==> config.mk <==
export PLATFORM = sky130hd
export DESIGN_NAME = clk_div_monitor
export DESIGN_NICKNAME = d
export VERILOG_FILES = /design/src/rtl/clk_div_pkg.sv /design/src/rtl/clk_edge_sync.sv /design/src/rtl/clk_div_monitor.sv
export SDC_FILE = /design/constraint.sdc
export NUM_CORES = 1
export LEC_CHECK = 0
export CORE_MARGIN = 2
export CORE_UTILIZATION = 53
export DETAILED_ROUTE_END_ITERATION = 8
export PLACE_DENSITY_LB_ADDON = 0.15
export SLEW_MARGIN = 10
export SYNTH_ARGS = -nofsm -noshare
export SYNTH_HDL_FRONTEND = slang
export SYNTH_HIERARCHICAL = 1
export SYNTH_SLANG_ARGS = --single-unit
==> constraint.sdc <==
create_clock -name clk_hf -period 2 [get_ports clk_hf]
set_input_delay 0.3 -clock clk_hf [delete_from_list [all_inputs] [get_ports clk_hf]]
set_output_delay 0.3 -clock clk_hf [all_outputs]
set_load 0.02 [all_outputs]
==> src/rtl/clk_div_pkg.sv <==
`default_nettype none
// ============================================================================
// Module   : clk_div_pkg
// Brief    : Shared state encoding and default constants for the divided-clock
//            monitor.
// Revision : 1.0 - initial release
// ============================================================================
package clk_div_pkg;

    typedef enum logic [1:0] {
        ST_IDLE   = 2'd0,
        ST_SEARCH = 2'd1,
        ST_TRACK  = 2'd2,
        ST_LOCKED = 2'd3
    } state_e;

    localparam int c_def_expected_half = 4;
    localparam int c_def_tol           = 0;
    localparam int c_def_lock_count    = 4;
    localparam int c_def_cnt_w         = 8;

endpackage
`default_nettype wire

==> src/rtl/clk_edge_sync.sv <==
`default_nettype none
// ============================================================================
// Module   : clk_edge_sync
// Brief    : Two-flop synchronizer plus previous-value flop; registered
//            one-cycle rise/fall strobes.
// Revision : 1.0 - initial release
// ============================================================================
module clk_edge_sync (
    input  logic clk_hf,
    input  logic reset,
    input  logic d,
    output logic rise,
    output logic fall
);

    logic sync1_q, sync1_d;
    logic sync2_q, sync2_d;
    logic prev_q,  prev_d;
    logic rise_q,  rise_d;
    logic fall_q,  fall_d;
    logic w_edge;

    always_comb begin
        sync1_d = d;
        sync2_d = sync1_q;
        prev_d  = sync2_q;
        w_edge  = sync2_q ^ prev_q;
        // Strobe lands on the third edge counting the one that first samples the new level.
        rise_d  = w_edge &  sync2_q;
        fall_d  = w_edge & ~sync2_q;
    end

    always_ff @(posedge clk_hf) begin
        if (reset) begin
            sync1_q <= 1'b0;
            sync2_q <= 1'b0;
            prev_q  <= 1'b0;
            rise_q  <= 1'b0;
            fall_q  <= 1'b0;
        end else begin
            sync1_q <= sync1_d;
            sync2_q <= sync2_d;
            prev_q  <= prev_d;
            rise_q  <= rise_d;
            fall_q  <= fall_d;
        end
    end

    assign rise = rise_q;
    assign fall = fall_q;

endmodule
`default_nettype wire

==> src/rtl/clk_div_monitor.sv <==
`default_nettype none
// ============================================================================
// Module   : clk_div_monitor
// Brief    : Measures divided-clock half-periods, tracks lock and counts
//            bad periods / timeouts.
// Revision : 1.0 - initial release
// ============================================================================
module clk_div_monitor
    import clk_div_pkg::*;
#(
    parameter int EXPECTED_HALF = c_def_expected_half,
    parameter int TOL           = c_def_tol,
    parameter int LOCK_COUNT    = c_def_lock_count,
    parameter int CNT_W         = c_def_cnt_w
) (
    input  logic             clk_hf,
    input  logic             reset,
    input  logic             clk_div_in,
    input  logic             enable,
    output logic             rise_strobe,
    output logic             fall_strobe,
    output logic             locked,
    output logic             err,
    output logic [CNT_W-1:0] half_period,
    output logic [7:0]       err_count
);

    localparam int c_gr_w = $clog2(LOCK_COUNT + 1);
    localparam logic [CNT_W:0]    c_lo      = (CNT_W+1)'((EXPECTED_HALF > TOL) ? (EXPECTED_HALF - TOL) : 0);
    localparam logic [CNT_W:0]    c_hi      = (CNT_W+1)'(EXPECTED_HALF + TOL);
    localparam logic [CNT_W-1:0]  c_timeout = CNT_W'(EXPECTED_HALF + TOL);
    localparam logic [CNT_W-1:0]  c_cnt_max = {CNT_W{1'b1}};
    localparam logic [c_gr_w-1:0] c_lock    = c_gr_w'(LOCK_COUNT);

    state_e              state_q,       state_d;
    logic [CNT_W-1:0]    half_cnt_q,    half_cnt_d;
    logic [CNT_W-1:0]    half_period_q, half_period_d;
    logic [c_gr_w-1:0]   good_run_q,    good_run_d;
    logic [7:0]          err_count_q,   err_count_d;
    logic                err_q,         err_d;
    logic                locked_q,      locked_d;

    logic                w_rise;
    logic                w_fall;
    logic                w_strobe;
    logic [CNT_W:0]      w_measured;
    logic                w_good;

    clk_edge_sync u_sync (
        .clk_hf (clk_hf),
        .reset  (reset),
        .d      (clk_div_in),
        .rise   (w_rise),
        .fall   (w_fall)
    );

    assign w_strobe   = w_rise | w_fall;
    assign w_measured = {1'b0, half_cnt_q} + (CNT_W+1)'(1);
    assign w_good     = (w_measured >= c_lo) && (w_measured <= c_hi);

    always_comb begin
        state_d       = state_q;
        good_run_d    = good_run_q;
        half_period_d = half_period_q;
        err_count_d   = err_count_q;
        err_d         = 1'b0;
        half_cnt_d    = (half_cnt_q == c_cnt_max) ? half_cnt_q : half_cnt_q + CNT_W'(1);

        if (!enable) begin
            state_d    = ST_IDLE;
            good_run_d = '0;
            half_cnt_d = '0;
        end else begin
            if (w_strobe) begin
                half_cnt_d = '0;
                if (state_q != ST_IDLE) begin
                    // A saturated counter reports the largest representable period.
                    half_period_d = w_measured[CNT_W] ? c_cnt_max : w_measured[CNT_W-1:0];
                end
            end

            case (state_q)
                ST_IDLE: state_d = ST_SEARCH;
                ST_SEARCH: begin
                    if (w_strobe) begin
                        state_d    = ST_TRACK;
                        good_run_d = '0;
                    end
                end
                ST_TRACK, ST_LOCKED: begin
                    if (w_strobe) begin
                        if (!w_good) begin
                            state_d    = ST_TRACK;
                            good_run_d = '0;
                            err_d      = 1'b1;
                        end else if (state_q == ST_TRACK) begin
                            good_run_d = good_run_q + c_gr_w'(1);
                            if (good_run_d >= c_lock) begin
                                state_d = ST_LOCKED;
                            end
                        end
                    end else if (half_cnt_q >= c_timeout) begin
                        state_d    = ST_SEARCH;
                        good_run_d = '0;
                        err_d      = 1'b1;
                    end
                end
                default: state_d = ST_IDLE;
            endcase
        end

        if (err_d && (err_count_q != 8'hFF)) begin
            err_count_d = err_count_q + 8'd1;
        end
        locked_d = (state_d == ST_LOCKED);
    end

    always_ff @(posedge clk_hf) begin
        if (reset) begin
            state_q       <= ST_IDLE;
            half_cnt_q    <= '0;
            half_period_q <= '0;
            good_run_q    <= '0;
            err_count_q   <= '0;
            err_q         <= 1'b0;
            locked_q      <= 1'b0;
        end else begin
            state_q       <= state_d;
            half_cnt_q    <= half_cnt_d;
            half_period_q <= half_period_d;
            good_run_q    <= good_run_d;
            err_count_q   <= err_count_d;
            err_q         <= err_d;
            locked_q      <= locked_d;
        end
    end

    assign rise_strobe = w_rise;
    assign fall_strobe = w_fall;
    assign locked      = locked_q;
    assign err         = err_q;
    assign half_period = half_period_q;
    assign err_count   = err_count_q;

endmodule
`default_nettype wire
==> flow_summary.toml, run 1 <==
[synthesis]
postSynthCellCount = 186
yosys_warnings = 6
synth_common_cells = "dfxtp_1 (36), nor2_1 (23), a21oi_1 (12), o21ai_0 (10)"
yosysTopAreaCell = "dfxtp_1"
syn_avg_cell_area_um2 = 8.75
yosys.cell_types.count = 44
yosys-top-cells-area = "dfxtp_1 (44%), nor2_1 (5.3%), a21oi_1 (3.7%)"
yosys_most_used_dff = "dfxtp_1"
synthArstFlopShare_pct = 0
seq_area_frac_synth_pct = 44.3
synth_top_area_share_pct = 44.3
syn_nets = 194
synth-edff-count = 0
synth.most_common_cell = "dfxtp_1"
syn_area_mm2 = 0.00163
synth_seq_cells = 36

[grt]
grt_max_degree = 23
grt_pass1_wl_um = 6190
track_usage_pct = 23.1
first_global_vias = 1393
antenna_found_initial = 0
overflow = 0

[pwr]
power_leakage_nw = 0.685
power.density_mw_per_mm2 = 575
irDropWorstVdd_uv = 401

[placement]
place_worst_setup_slack_ns = 0.0536
gp_congestion = 0.795
port_buffers = 23
dp.final_hpwl_um = 2560

[sta]
finalSetupTns_ns = 0
tightest_slew_ns = 0.637
fin_worst_skew_ns = 0.00900
fin_ws_ns = 0.128
drv_slew = 0
rsz0062_at_grt = "false"
hold_viol_final = 0
post-route-min-period_ns = 1.87
period_share_pct = 93.6
max-slew-margin-rel_pct = 57.4
finalSetupViolations = 0
timing.fmax_mhz = 534

[worst_hold_path]
hold_depth = 1
hold_path.startpoint = "u_sync/prev_q"
hp-class = "reg2reg"
min_to = "u_sync/rise"

[setup_path]
rr_startpoint = "half_cnt_q[0]"
arrival_ns = 2.10
reg2reg_to = "err_count[5]"
start_kind = "flip-flop"
end_kind = "flip-flop"
required_ns = 2.23
reg2reg_depth = 5
r2r_slack_ns = 0.13
worst-setup-path-type = "reg2reg"
crit_fanout = 7

[detailed_routing]
routed_wl_um = 3570
drt-initial-drc-count = 36
first_pass_iters = 6
routed_via_density = 5.94
ant_nets = 0
vias = 1468
drc = 0
wl_per_cell_um = 14.4

[clocking]
clk_pin_slew_ns = 0.10
clock_latency_ns = 0.33
clock_sinks = 36
clockBufferDepth = 2
tritoncts = "built"
hold_buffers = 0
htreeDepth = 2
numCtsBuffers = 5
cts_setup_buffers = 0
root_buffer = "clkbuf_4"

[floorplanning]
core_mm2 = 0.00298
start_util_pct = 54.7
dieArea_mm2 = 0.00353
rows = 20
die_h_um = 59.4
die_x_um = 59.4
pin_count = 24

[cells_and_area]
layout-drive-gt1-share_pct = 8.88
fillers = 240
area_delta_synth_final_pct = 20.5
nets = 224
diodes = 0

[run_status]
run_status = "completed"

[run]
cap_violations = 0
-- logic make-up after synthesis --
group / after synthesis / share of synthesized area, %
fa+ha+maj: 4 / 3.07
flops: 36 / 44.3
simple gates: 87 / 29.5
xor+xnor: 4 / 2.15
buf+inv: 11 / 2.77
compound gates: 40 / 15.6
mux: 4 / 2.61
-- registers in the layout (all words and copies together) (netlist names) --
register,flops
err,1
u_sync/fall,1
half_cnt_q,8
state_q,2
u_sync/prev_d,1
good_run_q,3
u_sync/prev_q,1
u_sync/sync1_q,1
u_sync/rise,1
err_count,8
half_period,8
locked,1
-- cells in the final DEF, fill, tap and decap left out, types with 2 or more instances in the layout --
cell             synthesis  layout
nor3_1                   9       9
nor2b_1                  7       7
nand2_1                  9       9
o21ai_0                 10      10
or3_1                    4       4
xor2_1                   2       2
nor3b_1                  2       2
o31ai_1                  4       4
clkdlybuf4s50_1          0      23
and3_1                   2       2
clkbuf_4                 0       5
ha_1                     4       4
nor2_1                  23      23
or4_1                    2       2
nand3_1                  8       8
and3_2                   2       2
a211oi_1                 4       4
xnor2_1                  2       2
nand4_1                  4       4
mux2i_1                  2       2
dfxtp_1                 36      36
buf_4                    1       6
nand2b_1                 4       4
mux2_1                   2       2
nand3b_1                 2       2
inv_1                    5       5
a21oi_1                 12      12
-- layer usage --
layer / wire (um) / vias to the layer above / share of wire [%] / GRT usage [%]
li1: - / 726 / - / -
met1: 1680 / 696 / 47 / 30.4
met2: 1690 / 38 / 47 / 35.8
met3: 154 / 8 / 4.3 / 5.24
met4: 46 / 0 / 1.3 / 10.7
met5: 0 / - / 0 / 0
-- power breakdown --
part / internal (mW) / switching, mW
combinational: 0.0247 / 0.0321
clock: 0.118 / 0.222
sequential: 0.724 / 0.00732
-- how the worst max path moves through the flow --
stage / start / to / slack (ns) / depth (start not counted)
after floorplan: half_cnt_q[0] / err_count[5] / 0.23 / 6
after global placement: enable / err_count[7] / 0.14 / 5
after detailed placement: enable / err_count[7] / 0.05 / 5
after CTS: half_cnt_q[0] / err_count[7] / 0.12 / 5
after global routing: half_cnt_q[0] / err_count[5] / 0.02 / 5
final: half_cnt_q[0] / err_count[5] / 0.13 / 5
-- repair_timing --
action,in CTS,in global routing
setup endpoints to repair,0,1
hold endpoints to repair,0,0
gates resized for setup,0,1
-- critical path, stage by stage, from the launching register on --
cell	delay, ns
dfxtp_1	0.36
ha_1	0.31
o21bai_1	0.19
a31o_1	0.28
nor4_1	0.29
mux2_1	0.35
-- stage by stage --
step / area [um^2] / power [mW] / std cells / util [%] / hold slack [ns]
after detailed placement: 1920 / 0.804 / 242 / 64.4 / 0.413
after global routing: 1960 / 1.16 / 247 / 65.9 / 0.455
final: 1960 / 1.13 / 247 / 65.9 / 0.423
after global placement: 1920 / 0.801 / 242 / 64.4 / 0.393
after floorplan: 1630 / 0.779 / 186 / - / 0.372
after CTS: 1960 / 1.13 / 247 / 65.7 / 0.428
-- area by class of cell --
type	instances	area (um^2)	area share (%)
Clock buffer	5	37.5	1.91
Inverter	5	18.8	0.957
Multi-Input combinational cell	139	868	44.3
Sequential cell	36	721	36.7
Tap cell	33	41.3	2.10
Timing Repair Buffer	29	275	14.0
Power figures use the tool's default switching activity.
==> run 2, diff against run 1 <==
--- a/config.mk
+++ b/config.mk
@@ -9,6 +9,7 @@
 export CORE_UTILIZATION = 53
 export DETAILED_ROUTE_END_ITERATION = 8
 export PLACE_DENSITY_LB_ADDON = 0.15
+export SETUP_SLACK_MARGIN = 0.15
 export SLEW_MARGIN = 10
 export SYNTH_ARGS = -nofsm -noshare
 export SYNTH_HDL_FRONTEND = slang
==> run 2 against run 1 <==
  * Worst hold slack about the same
  * Combinational power up 3%
  * Worst setup slack better by 0.12 ns
  * Maximum frequency up 6.8%
  * Routed wire length up 1.7%
  * Sequential share of layout area down 0.67 points
  * Final cell count up 0.81%
  * Sequential cell count unchanged
  * Sequential power about the same
  * Global-route usage up 0.45 points
  * Clock skew about the same
  * Total power down 0.39%
==> flow_summary.toml, run 2 (synthesis results as in run 1) <==
[placement]
gp_congestion = 0.795
placed_area_mm2 = 0.00192
place_inst = 242
place_worst_setup_slack_ns = 0.0536
dp.final_hpwl_um = 2560
port_buffers = 23

[sta]
finalSetupTns_ns = 0
fin_ws_ns = 0.248
timing.fmax_mhz = 571
fin_worst_skew_ns = 0.00885
max-slew-margin-rel_pct = 73.4
finalSetupViolations = 0
post-route-min-period_ns = 1.75
rsz0062_at_grt = "false"
hold_viol_final = 0
tightest_slew_ns = 0.399
period_share_pct = 87.6
drv_slew = 0

[floorplanning]
pin_count = 24
die_x_um = 59.4
start_util_pct = 54.7
die_h_um = 59.4
dieArea_mm2 = 0.00353
core_mm2 = 0.00298
rows = 20

[setup_path]
required_ns = 2.22
arrival_ns = 1.97
start_kind = "flip-flop"
worst-setup-path-type = "reg2reg"
end_kind = "flip-flop"
crit_fanout = 7

[run]
cap_violations = 0

[detailed_routing]
wl_per_cell_um = 14.6
routed_wl_um = 3630
drc = 0
ant_nets = 0
first_pass_iters = 4
vias = 1476
drt-initial-drc-count = 42
routed_via_density = 5.93

[clocking]
clk_pin_slew_ns = 0.10
htreeDepth = 2
clock_latency_ns = 0.33
clock_sinks = 36
tritoncts = "built"
numCtsBuffers = 5
root_buffer = "clkbuf_4"
clockBufferDepth = 2

[cells_and_area]
fin_area_mm2 = 0.00200
diodes = 0
final_cells = 249
final_cell_mix = "dfxtp_1 (36), clkdlybuf4s50_1 (23), nor2_1 (22), a21oi_1 (12), o21ai_0 (10)"
area_delta_synth_final_pct = 22.8
final_util_pct = 67.1
layout_commonest_cell = "dfxtp_1"
nets = 226
layout-drive-gt1-share_pct = 11.6

[grt]
grt_max_degree = 23
overflow = 0
antenna_found_initial = 0
track_usage_pct = 23.6
first_global_vias = 1414
grt_pass1_wl_um = 6280

[pwr]
power.density_mw_per_mm2 = 562
irDropWorstVdd_uv = 398
power_leakage_nw = 0.691

[run_status]
run_status = "completed"

[worst_hold_path]
hp-class = "reg2reg"
-- run 2: stage by stage --
step / hold WS [ns] / power, mW
after floorplan: 0.372 / 0.779
after global placement: 0.393 / 0.801
after detailed placement: 0.413 / 0.804
after CTS: 0.428 / 1.13
after global routing: 0.455 / 1.17
final: 0.423 / 1.12
-- run 2: timing repair --
item,4_1_cts,5_1_grt
hold buffers,0,0
gates resized for setup,3,3
setup buffers,0,2
endpoints found under the setup margin,3,7
pin swaps,0,1
-- run 2: final timing paths --
check,slack [ns],cells after the start,start,end
setup / recovery,0.25,5,half_cnt_q[1],err_count[7]
hold / removal,0.42,1,u_sync/prev_q,u_sync/rise
setup reg to reg,0.25,5,half_cnt_q[1],err_count[7]
hold reg to reg,0.42,1,u_sync/prev_q,u_sync/rise
-- run 2: critical path, cell delays in order, from the launching register on --
cell and delay (ns):
dfxtp_1 0.39, ha_4 0.21, o21bai_1 0.15, a31o_2 0.29, nor4_2 0.25, mux2_1 0.35
-- run 2: routing by layer --
| metal | up-vias | GRT usage (%) | part of all wire [%] |
|---|---|---|---|
| met5 | - | 0 | 0 |
| met4 | 0 | 10.1 | 0.66 |
| met3 | 4 | 5.24 | 4.5 |
| met2 | 41 | 38.1 | 49 |
| met1 | 698 | 30.0 | 46 |
| li1 | 733 | - | - |
-- run 2: final cells by class --
class                      instances  area [um^2]
tap                               33         41.3
sequential                        36          721
clock buffer                       5         37.5
inverter                           5         18.8
timing repair buffer              31          290
fill                             233          980
multi-input combinational        139          890
-- run 2: report_power, final --
| group | switching (mW) | internal [mW] |
|---|---|---|
| registers | 0.00820 | 0.724 |
| logic | 0.0331 | 0.0252 |
| clock network | 0.216 | 0.118 |
| total | 0.257 | 0.867 |
